### src/rtl/mem_arb_pkg.sv
// Shared types for the memory arbiter: FSM states, requester IDs, beat-counter sizing.
// Latency: n/a (types and constant functions only).
// Backpressure: n/a.
package mem_arb_pkg;

   typedef enum logic [1:0] {
      IDLE  = 2'd0,
      CMD   = 2'd1,
      WDATA = 2'd2,
      RDATA = 2'd3
   } arbState_t;

   typedef enum logic {
      REQ_IC = 1'b0,
      REQ_DC = 1'b1
   } reqId_t;

   // Beat counter must still be one bit wide for single-beat bursts.
   function automatic int beatCntW(input int burst);
      return (burst > 1) ? $clog2(burst) : 1;
   endfunction

endpackage

### src/rtl/mem_arbiter_rr.sv
// Two-way round-robin grant between icache and dcache refill paths.
// Latency: grant is combinational from requests; last-grant history updates on the clock.
// Backpressure: none; grantValid only asserts while enable is high.
//
// Ports:
//   clk, rst           clock, synchronous active-high reset
//   enable             arbitration window (arbiter idle)
//   reqIc, reqDc       request lines
//   grantValid         some requester wins this cycle
//   grantId            winning requester
//   update, updateId   record the requester that just finished a transaction
module rr_arbiter2
   import mem_arb_pkg::*;
(
   input  logic   clk,
   input  logic   rst,
   input  logic   enable,
   input  logic   reqIc,
   input  logic   reqDc,
   output logic   grantValid,
   output reqId_t grantId,
   input  logic   update,
   input  reqId_t updateId
);

   reqId_t lastGrant;

   // Reset to icache so the dcache wins the first tie.
   always_ff @(posedge clk) begin
      if (rst) begin
         lastGrant <= REQ_IC;
      end else if (update) begin
         lastGrant <= updateId;
      end
   end

   always_comb begin
      grantValid = enable && (reqIc || reqDc);
      grantId    = REQ_IC;
      if (reqIc && reqDc) begin
         grantId = (lastGrant == REQ_IC) ? REQ_DC : REQ_IC;
      end else if (reqDc) begin
         grantId = REQ_DC;
      end
   end

endmodule

### src/rtl/mem_arbiter.sv
// Shares one memory command/data interface between icache refill and dcache refill/writeback.
// Latency: req_valid -> mem_cmd_valid 1 cycle; mem_rdf beat -> rdata/rdata_valid 1 cycle.
// Backpressure: mem_cmd_ready gates req_ready; mem_wdf_ready gates dc_wdata_ready; read data has none.
//
// Ports:
//   clk, rst                          clock, synchronous active-high reset
//   ic_req_*                          icache read-burst request (valid/addr/ready) and ic_rdata_valid
//   dc_req_*, dc_wdata, dc_wmask      dcache request, write beats, active-low byte mask
//   dc_wdata_ready, dc_rdata_valid    dcache write-beat accept and read-beat valid
//   rdata                             registered read beat shared by both caches
//   mem_cmd_*, mem_wdf_*, mem_rdf_*   memory controller command, write-data and read-data channels
//   busy                              a transaction is in progress
module mem_arbiter
   import mem_arb_pkg::*;
#(
   parameter int ADDR_W = 31,
   parameter int DATA_W = 128,
   parameter int MASK_W = 16,
   parameter int BURST  = 2
) (
   input  logic              clk,
   input  logic              rst,
   input  logic              ic_req_valid,
   input  logic [ADDR_W-1:0] ic_req_addr,
   output logic              ic_req_ready,
   output logic              ic_rdata_valid,
   input  logic              dc_req_valid,
   input  logic              dc_req_rnw,
   input  logic [ADDR_W-1:0] dc_req_addr,
   output logic              dc_req_ready,
   input  logic [DATA_W-1:0] dc_wdata,
   input  logic [MASK_W-1:0] dc_wmask,
   output logic              dc_wdata_ready,
   output logic              dc_rdata_valid,
   output logic [DATA_W-1:0] rdata,
   output logic              mem_cmd_valid,
   input  logic              mem_cmd_ready,
   output logic [ADDR_W-1:0] mem_cmd_addr,
   output logic              mem_cmd_rnw,
   output logic              mem_wdf_valid,
   input  logic              mem_wdf_ready,
   output logic [DATA_W-1:0] mem_wdf_data,
   output logic [MASK_W-1:0] mem_wdf_mask,
   output logic              mem_wdf_last,
   input  logic              mem_rdf_valid,
   input  logic [DATA_W-1:0] mem_rdf_data,
   output logic              busy
);

   localparam int               CNT_W     = beatCntW(BURST);
   localparam logic [CNT_W-1:0] LAST_BEAT = CNT_W'(BURST - 1);

   arbState_t         state;
   reqId_t            grantId;
   reqId_t            rdOwner;
   logic [ADDR_W-1:0] cmdAddr;
   logic              cmdRnw;
   logic [CNT_W-1:0]  beatCnt;
   logic              rdVld;
   logic [DATA_W-1:0] rdataQ;
   logic              staleOk;

   logic              arbValid;
   reqId_t            arbGrant;
   logic              wrBeat;
   logic              rdBeat;
   logic              lastBeat;
   logic              txnDone;

   assign lastBeat = (beatCnt == LAST_BEAT);
   assign wrBeat   = (state == WDATA) && mem_wdf_ready;
   assign rdBeat   = (state == RDATA) && mem_rdf_valid;
   assign txnDone  = (wrBeat || rdBeat) && lastBeat;

   rr_arbiter2 uArb (
      .clk        (clk),
      .rst        (rst),
      .enable     (state == IDLE),
      .reqIc      (ic_req_valid),
      .reqDc      (dc_req_valid),
      .grantValid (arbValid),
      .grantId    (arbGrant),
      .update     (txnDone),
      .updateId   (grantId)
   );

   always_ff @(posedge clk) begin
      if (rst) begin
         state   <= IDLE;
         grantId <= REQ_IC;
         rdOwner <= REQ_IC;
         cmdAddr <= '0;
         cmdRnw  <= 1'b0;
         beatCnt <= '0;
         rdVld   <= 1'b0;
         rdataQ  <= '0;
         // Beats of a read burst abandoned by reset may still arrive; remember that
         // so the stray-beat check below does not flag them.
         staleOk <= staleOk || (state == RDATA);
      end else begin
         rdVld <= 1'b0;
         case (state)
            IDLE: begin
               if (arbValid) begin
                  grantId <= arbGrant;
                  cmdAddr <= (arbGrant == REQ_DC) ? dc_req_addr : ic_req_addr;
                  cmdRnw  <= (arbGrant == REQ_DC) ? dc_req_rnw : 1'b1;
                  state   <= CMD;
               end
            end
            CMD: begin
               if (mem_cmd_ready) begin
                  state   <= cmdRnw ? RDATA : WDATA;
                  staleOk <= 1'b0;
               end
            end
            WDATA: begin
               if (mem_wdf_ready) begin
                  if (lastBeat) begin
                     beatCnt <= '0;
                     state   <= IDLE;
                  end else begin
                     beatCnt <= beatCnt + 1'b1;
                  end
               end
            end
            RDATA: begin
               if (mem_rdf_valid) begin
                  rdVld   <= 1'b1;
                  rdOwner <= grantId;
                  rdataQ  <= mem_rdf_data;
                  if (lastBeat) begin
                     beatCnt <= '0;
                     state   <= IDLE;
                  end else begin
                     beatCnt <= beatCnt + 1'b1;
                  end
               end
            end
            default: state <= IDLE;
         endcase
      end
   end

   // Memory read data has no backpressure, so a beat outside RDATA is lost.
   always_ff @(posedge clk) begin
      if (!rst && mem_rdf_valid) begin
         assert (state == RDATA || staleOk);
      end
   end

   assign mem_cmd_valid  = (state == CMD);
   assign mem_cmd_addr   = cmdAddr;
   assign mem_cmd_rnw    = cmdRnw;
   assign ic_req_ready   = (state == CMD) && (grantId == REQ_IC) && mem_cmd_ready;
   assign dc_req_ready   = (state == CMD) && (grantId == REQ_DC) && mem_cmd_ready;

   assign mem_wdf_valid  = (state == WDATA);
   assign mem_wdf_data   = dc_wdata;
   assign mem_wdf_mask   = dc_wmask;
   assign mem_wdf_last   = (state == WDATA) && lastBeat;
   assign dc_wdata_ready = wrBeat;

   // rdOwner is captured with the beat so a new grant cannot steal the final beat.
   assign ic_rdata_valid = rdVld && (rdOwner == REQ_IC);
   assign dc_rdata_valid = rdVld && (rdOwner == REQ_DC);
   assign rdata          = rdataQ;
   assign busy           = (state != IDLE);

endmodule

### config.mk
export PLATFORM = sky130hd
export DESIGN_NAME = mem_arbiter
export DESIGN_NICKNAME = d
export VERILOG_FILES = /design/src/rtl/mem_arb_pkg.sv /design/src/rtl/mem_arbiter_rr.sv /design/src/rtl/mem_arbiter.sv
export SDC_FILE = /design/constraint.sdc
export NUM_CORES = 1
export LEC_CHECK = 0
export ABC_AREA = 1
export CELL_PAD_IN_SITES_DETAIL_PLACEMENT = 0
export CELL_PAD_IN_SITES_GLOBAL_PLACEMENT = 1
export CORE_AREA = 2 2 254 256
export CTS_BUF_LIST = sky130_fd_sc_hd__clkbuf_16
export DETAILED_ROUTE_END_ITERATION = 6
export DIE_AREA = 0 0 256 258
export PLACE_DENSITY = 0.63
export SLEW_MARGIN = 15
export SYNTH_ARGS = -nofsm -noshare
export SYNTH_HDL_FRONTEND = slang
export SYNTH_SLANG_ARGS = --single-unit
### constraint.sdc
create_clock -name clk -period 1.6 [get_ports clk]
set_input_delay 0.32 -clock clk [delete_from_list [all_inputs] [get_ports clk]]
set_output_delay 0.32 -clock clk [all_outputs]
set_load 0.03 [all_outputs]
Yosys cells after proc, flatten, opt, wreduce, memory -nomap -nowiden
Index checks and enable logic that the tools add are counted.

Bits in registers: 167. Bits of input ports: 342. Logic and storage cells: 59.

Add/sub/neg operators: 1. Equality and inequality tests: 7. Mux-type cells: 17. Bitwise gates (word level): 3. Reductions and logical operators: 22.

Operator list (count): $mux 31 (1); $logic_and 1x1->1 (12); $mux 2 (5); $mux 1 (9); $pmux 2 s4 (1); $eq 2x2->1 const B (2); $ne 2x1->1 const B (2); $ne 2x2->1 const B (2); $reduce_and 2->1 (2); $reduce_and 4->1 (1); $reduce_bool 2->1 (2); $not 1->1 (3); $reduce_and 3->1 (1); $eq 2x1->1 const B (1); $logic_not 2->1 (1); $logic_or 1x1->1 (2); $pmux 1 s2 (1); $reduce_or 2->1 (1); $add 1x1->1 const B (1).

Logic depth before layout (Yosys ltp)
Depth after elaboration: 4. Mapped depth: 9.

Cells and area by module
From an unflattened synthesis, not the netlist that was laid out.

Cells, all modules: 947. Area total of the unflattened synthesis: 7617.3 um^2.

By module, submodules not included: mem_arbiter (instances 1, cells each 938, area each 7559.8 um^2, seq. area each 3323.2 um^2); rr_arbiter2 (instances 1, cells each 9, area each 57.6 um^2, seq. area each 20.0 um^2).

Worst setup path before layout
OpenSTA, ideal clock, no wires.

Path type: flip-flop to output port. Start point: register state[0]. End point: output dc_req_ready. Arrival time: 1.561 ns. Path slack: -0.281 ns. Stages on the path, launching flop included: 5. Buffers on the path: 0. Path through: dfxtp_1 -> inv_2 -> nor2_1 -> nand2_1 -> nor2_1.

Longest elaborated chain between the ends: 3.

Ends and longest elaborated chain: start: declaration (RTL line mem_arbiter.sv:53) `arbState_t state;`; start signal: assignment (RTL line mem_arbiter.sv:113) `state <= cmdRnw ? RDATA : WDATA;`; $eq 2x1->1; net mem_cmd_valid (RTL line mem_arbiter.sv:36) `output logic mem_cmd_valid,`; $logic_and 1x1->1 (2 in a row) (RTL line mem_arbiter.sv:156) `assign dc_req_ready = (state == CMD) && (grantId == REQ_DC) && mem_cmd_ready;`; end: declaration (RTL line mem_arbiter.sv:30) `output logic dc_req_ready,`.

The timed path passes the listed nets, and every way through them passes these cells.

Worst setup path after layout
Start point: register state[1]. End point: output ic_req_ready.

Longest elaborated chain between the ends: 3.

Ends and longest elaborated chain: $eq 2x1->1; $logic_and 1x1->1 (2 in a row) (RTL line mem_arbiter.sv:155) `assign ic_req_ready = (state == CMD) && (grantId == REQ_IC) && mem_cmd_ready;`; end: declaration (RTL line mem_arbiter.sv:25) `output logic ic_req_ready,`.

Every way passes these cells.

==> flow_summary.yaml <==
status:
  outcome: "finished with violations"
  violations: "setup timing"
synthesis:
  synth_top_family_by_area: "buffers and inverters"
  syn_nets: 1284
  synth_edf_count: 0
  synth.area.top_cells: "dfxtp_1, buf_4, a21oi_1"
  synth_cells: 942
  synth-adder-area-share_pct: 0
  synth_flop_cell: "dfxtp_1"
  synth_top_area_share_pct: 45.4
  ys_types: 21
  async_reset_ff_share_pct: 0
  yosysSeqAreaShare_pct: 45.4
  synth_compound_area_share_pct: 22.9
  syn_area_per_cell_um2: 7.81
  yosys_warnings: 0
  synth_seq_cells: 167
  synthMuxAreaShare_pct: 0
  synth.cell_area_um2: 7360
  synth-simple-area-share_pct: 5.98
  synth_xor_area_share_pct: 0
  yosysTopAreaCell: "dfxtp_1"
placement:
  post-place-ws_ns: -0.384
  gp_congestion: 0.772
  portBuffers: 366
  dp_hpwl_um: 19700
cts:
  numCtsBuffers: 17
  root_buffer: "clkbuf_16"
  clock-sinks: 167
  postCtsHoldBufs: 0
  cts_buffer_depth: 2
  htreeDepth: 4
  clkLatencyLatePin_ns: 0.48
  path_clk_slew_ns: 0.08
  tritoncts: "yes"
floorplanning:
  coreArea_um2: 63600
  dieArea_um2: 66000
  die_x_um: 256
  io_pins: 655
  placementRows: 93
  die_y_um: 258
  initial_core_util_pct: 11.6
timing:
  fmax_mhz: 564
  fin_ws_ns: -0.174
  tightest_slew_ns: 0.537
  slew_headroom_pct: 64.1
  setup_viol: 6
  skew_ns: 0.0175
  hold_violations: 0
  grt_setup_unrepaired: "yes"
  layout_min_cycle_time_ns: 1.77
  fin_crit_sh_pct: 111
  drv_slew: 0
critical_path:
  start_kind: "register"
  worst_path_most_repeated_cell: "nor2_4"
  critical-path-top-delay-family: "simple AND/OR/NAND/NOR gates"
  cp.arrival_ns: 1.45
  cp-end-kind: "output port"
  worstSetupPathType: "reg -> out"
  path_cells: "buf_6 -> nor2_4 -> nand2_4 -> nor2_4 -> buf_12"
  crit_buf_inv: 2
  critical_path.max_fanout: 2
  r2r_slack_ns: 0.11
  worstPathRequired_ns: 1.28
  critPathMaxStageDelay_ns: 0.36
  slowest_stage: "dfxtp_4"
finish:
  seq_area_um2: 3350
  fin_nets: 1508
  multi_input_area_um2: 2220
  area_delta_synth_final_pct: 61.2
  n_fill_cell: 7149
  drive_gt1_share_pct: 12.5
  fin_util_pct: 18.6
detailed_routing:
  totalWireLength_um: 27100
  wl_per_cell_um: 13.3
  num_vias: 6788
  firstDrtPassIters: 4
  routed_via_density: 3.34
  drc: 0
  dr.first_iter.drc_count: 259
  ant_nets: 0
flow_run:
  cap_viol_max_count: 0
power_and_ir_drop:
  swShare_pct: 37.8
  pwr-share-comb_pct: 36.4
  finalPower_mw: 14.6
  p_clk_share_pct: 28.4
  switchingPower_mw: 5.54
  p_int_mw: 9.11
  p_leak_nw: 4.41
  powerDensity_nw_per_um2: 1230
  seqPwrFrac_pct: 35.2
  vdd_drop_max_v: 0.000778
global_routing:
  grt_pass1_wl_um: 39400
  grt_pass1_vias: 6523
  track_usage_pct: 7.99
  grt.overflow.total: 0
  antenna_found_initial: 1
  grt_max_degree: 67
min_path:
  hold_path.class: "in -> reg"
[power groups by stage]
stage	combinational, mW	sequential, mW	clock, mW
after floorplan	2.33	6.30	0
after global placement	5.13	5.23	0
after detailed placement	5.16	5.24	0
after CTS	5.40	5.15	4.46
after global routing	5.75	5.23	4.60
final	5.33	5.15	4.16
[flip-flops by register name, indices dropped and copies added, names as in the netlist]
name            count
beatCnt             1
uArb.lastGrant      1
rdOwner             1
rdata             128
rdVld               1
mem_cmd_rnw         1
mem_cmd_addr       31
grantId             1
state               2
[worst min-delay path, delay by kind of cell]
kind | cells | cell delay [ns]
buffers and inverters | 1 | 0.39
and+or+nand+nor | 1 | 0.06
AOI/OAI and AO/OA | 1 | 0.07
[cells by family after synthesis]
kind of cell / Yosys count
buffers and inverters: 344
AOI/OAI and AO/OA: 328
DFF: 167
and+or+nand+nor: 103
[layout by cell type, fill, tap and decap left out, types with 21 or more instances in the layout]
cell type          n
clkdlybuf4s15_1   81
nand2_1           74
clkbuf_2          26
a31oi_1           31
buf_4             21
a21oi_1          133
dlygate4sd2_1     36
dfxtp_1          162
o21ai_1          100
inv_1            138
buf_12            24
o21ai_0           62
clkdlybuf4s50_1  197
[cell type report]
type	instances	area share (%)
flip-flops and latches	167	28.3
clock buffers	17	3.58
multi-input cells	433	18.7
repair buffers	406	34.7
inverters	141	4.59
well taps	855	9.01
clock inverters	14	1.09
diodes	2	0.0422
[cell usage after synthesis, types with 4 or more instances]
| master | count |
|---|---|
| inv_1 | 137 |
| nand2_1 | 76 |
| a31oi_1 | 31 |
| buf_4 | 145 |
| inv_2 | 4 |
| dfxtp_1 | 167 |
| nor2_1 | 16 |
| o21ai_0 | 63 |
| o21ai_1 | 100 |
| clkbuf_1 | 27 |
| buf_2 | 28 |
| a21oi_1 | 133 |
[final timing paths]
check                                startpoint               end  cells after the start
worst max-delay path                   state[1]      ic_req_ready                      5
worst min-delay path            dc_req_addr[20]  mem_cmd_addr[20]                      3
worst max register to register         state[1]         rdata[90]                      8
worst min register to register       rdata[126]        rdata[126]                      2
[per-layer routing]
layer | share of wire, % | vias up | global-route usage [%]
li1 | - | 3347 | -
met1 | 42 | 3006 | 9.14
met2 | 44 | 360 | 11.9
met3 | 8.9 | 73 | 3.81
met4 | 4.1 | 2 | 5.15
met5 | 0.15 | - | 0.783
[per-stage QoR]
step           setup TNS (ns)  std cells  cell area, µm²  hold slack (ns)
2_1_floorplan          -0.187        942            7360            0.389
3_3_place_gp           -30.58       1990           11200            0.430
3_5_place_dp           -37.73       1990           11200            0.435
4_1_cts                -0.976       2030           11900            0.342
5_1_grt                 -1.13       2033           11900            0.359
6_report               -0.600       2035           11900            0.406
[repair_timing]
| item | 4_1_cts | 5_1_grt |
|---|---|---|
| endpoints found under the hold margin | 0 | 0 |
| endpoints found under the setup margin | 172 | 145 |
| gates cloned | 2 | 1 |
| gates resized for setup | 284 | 74 |
| pin swaps | 4 | 2 |
| setup buffers | 7 | 2 |
Power figures use the tool's default switching activity.
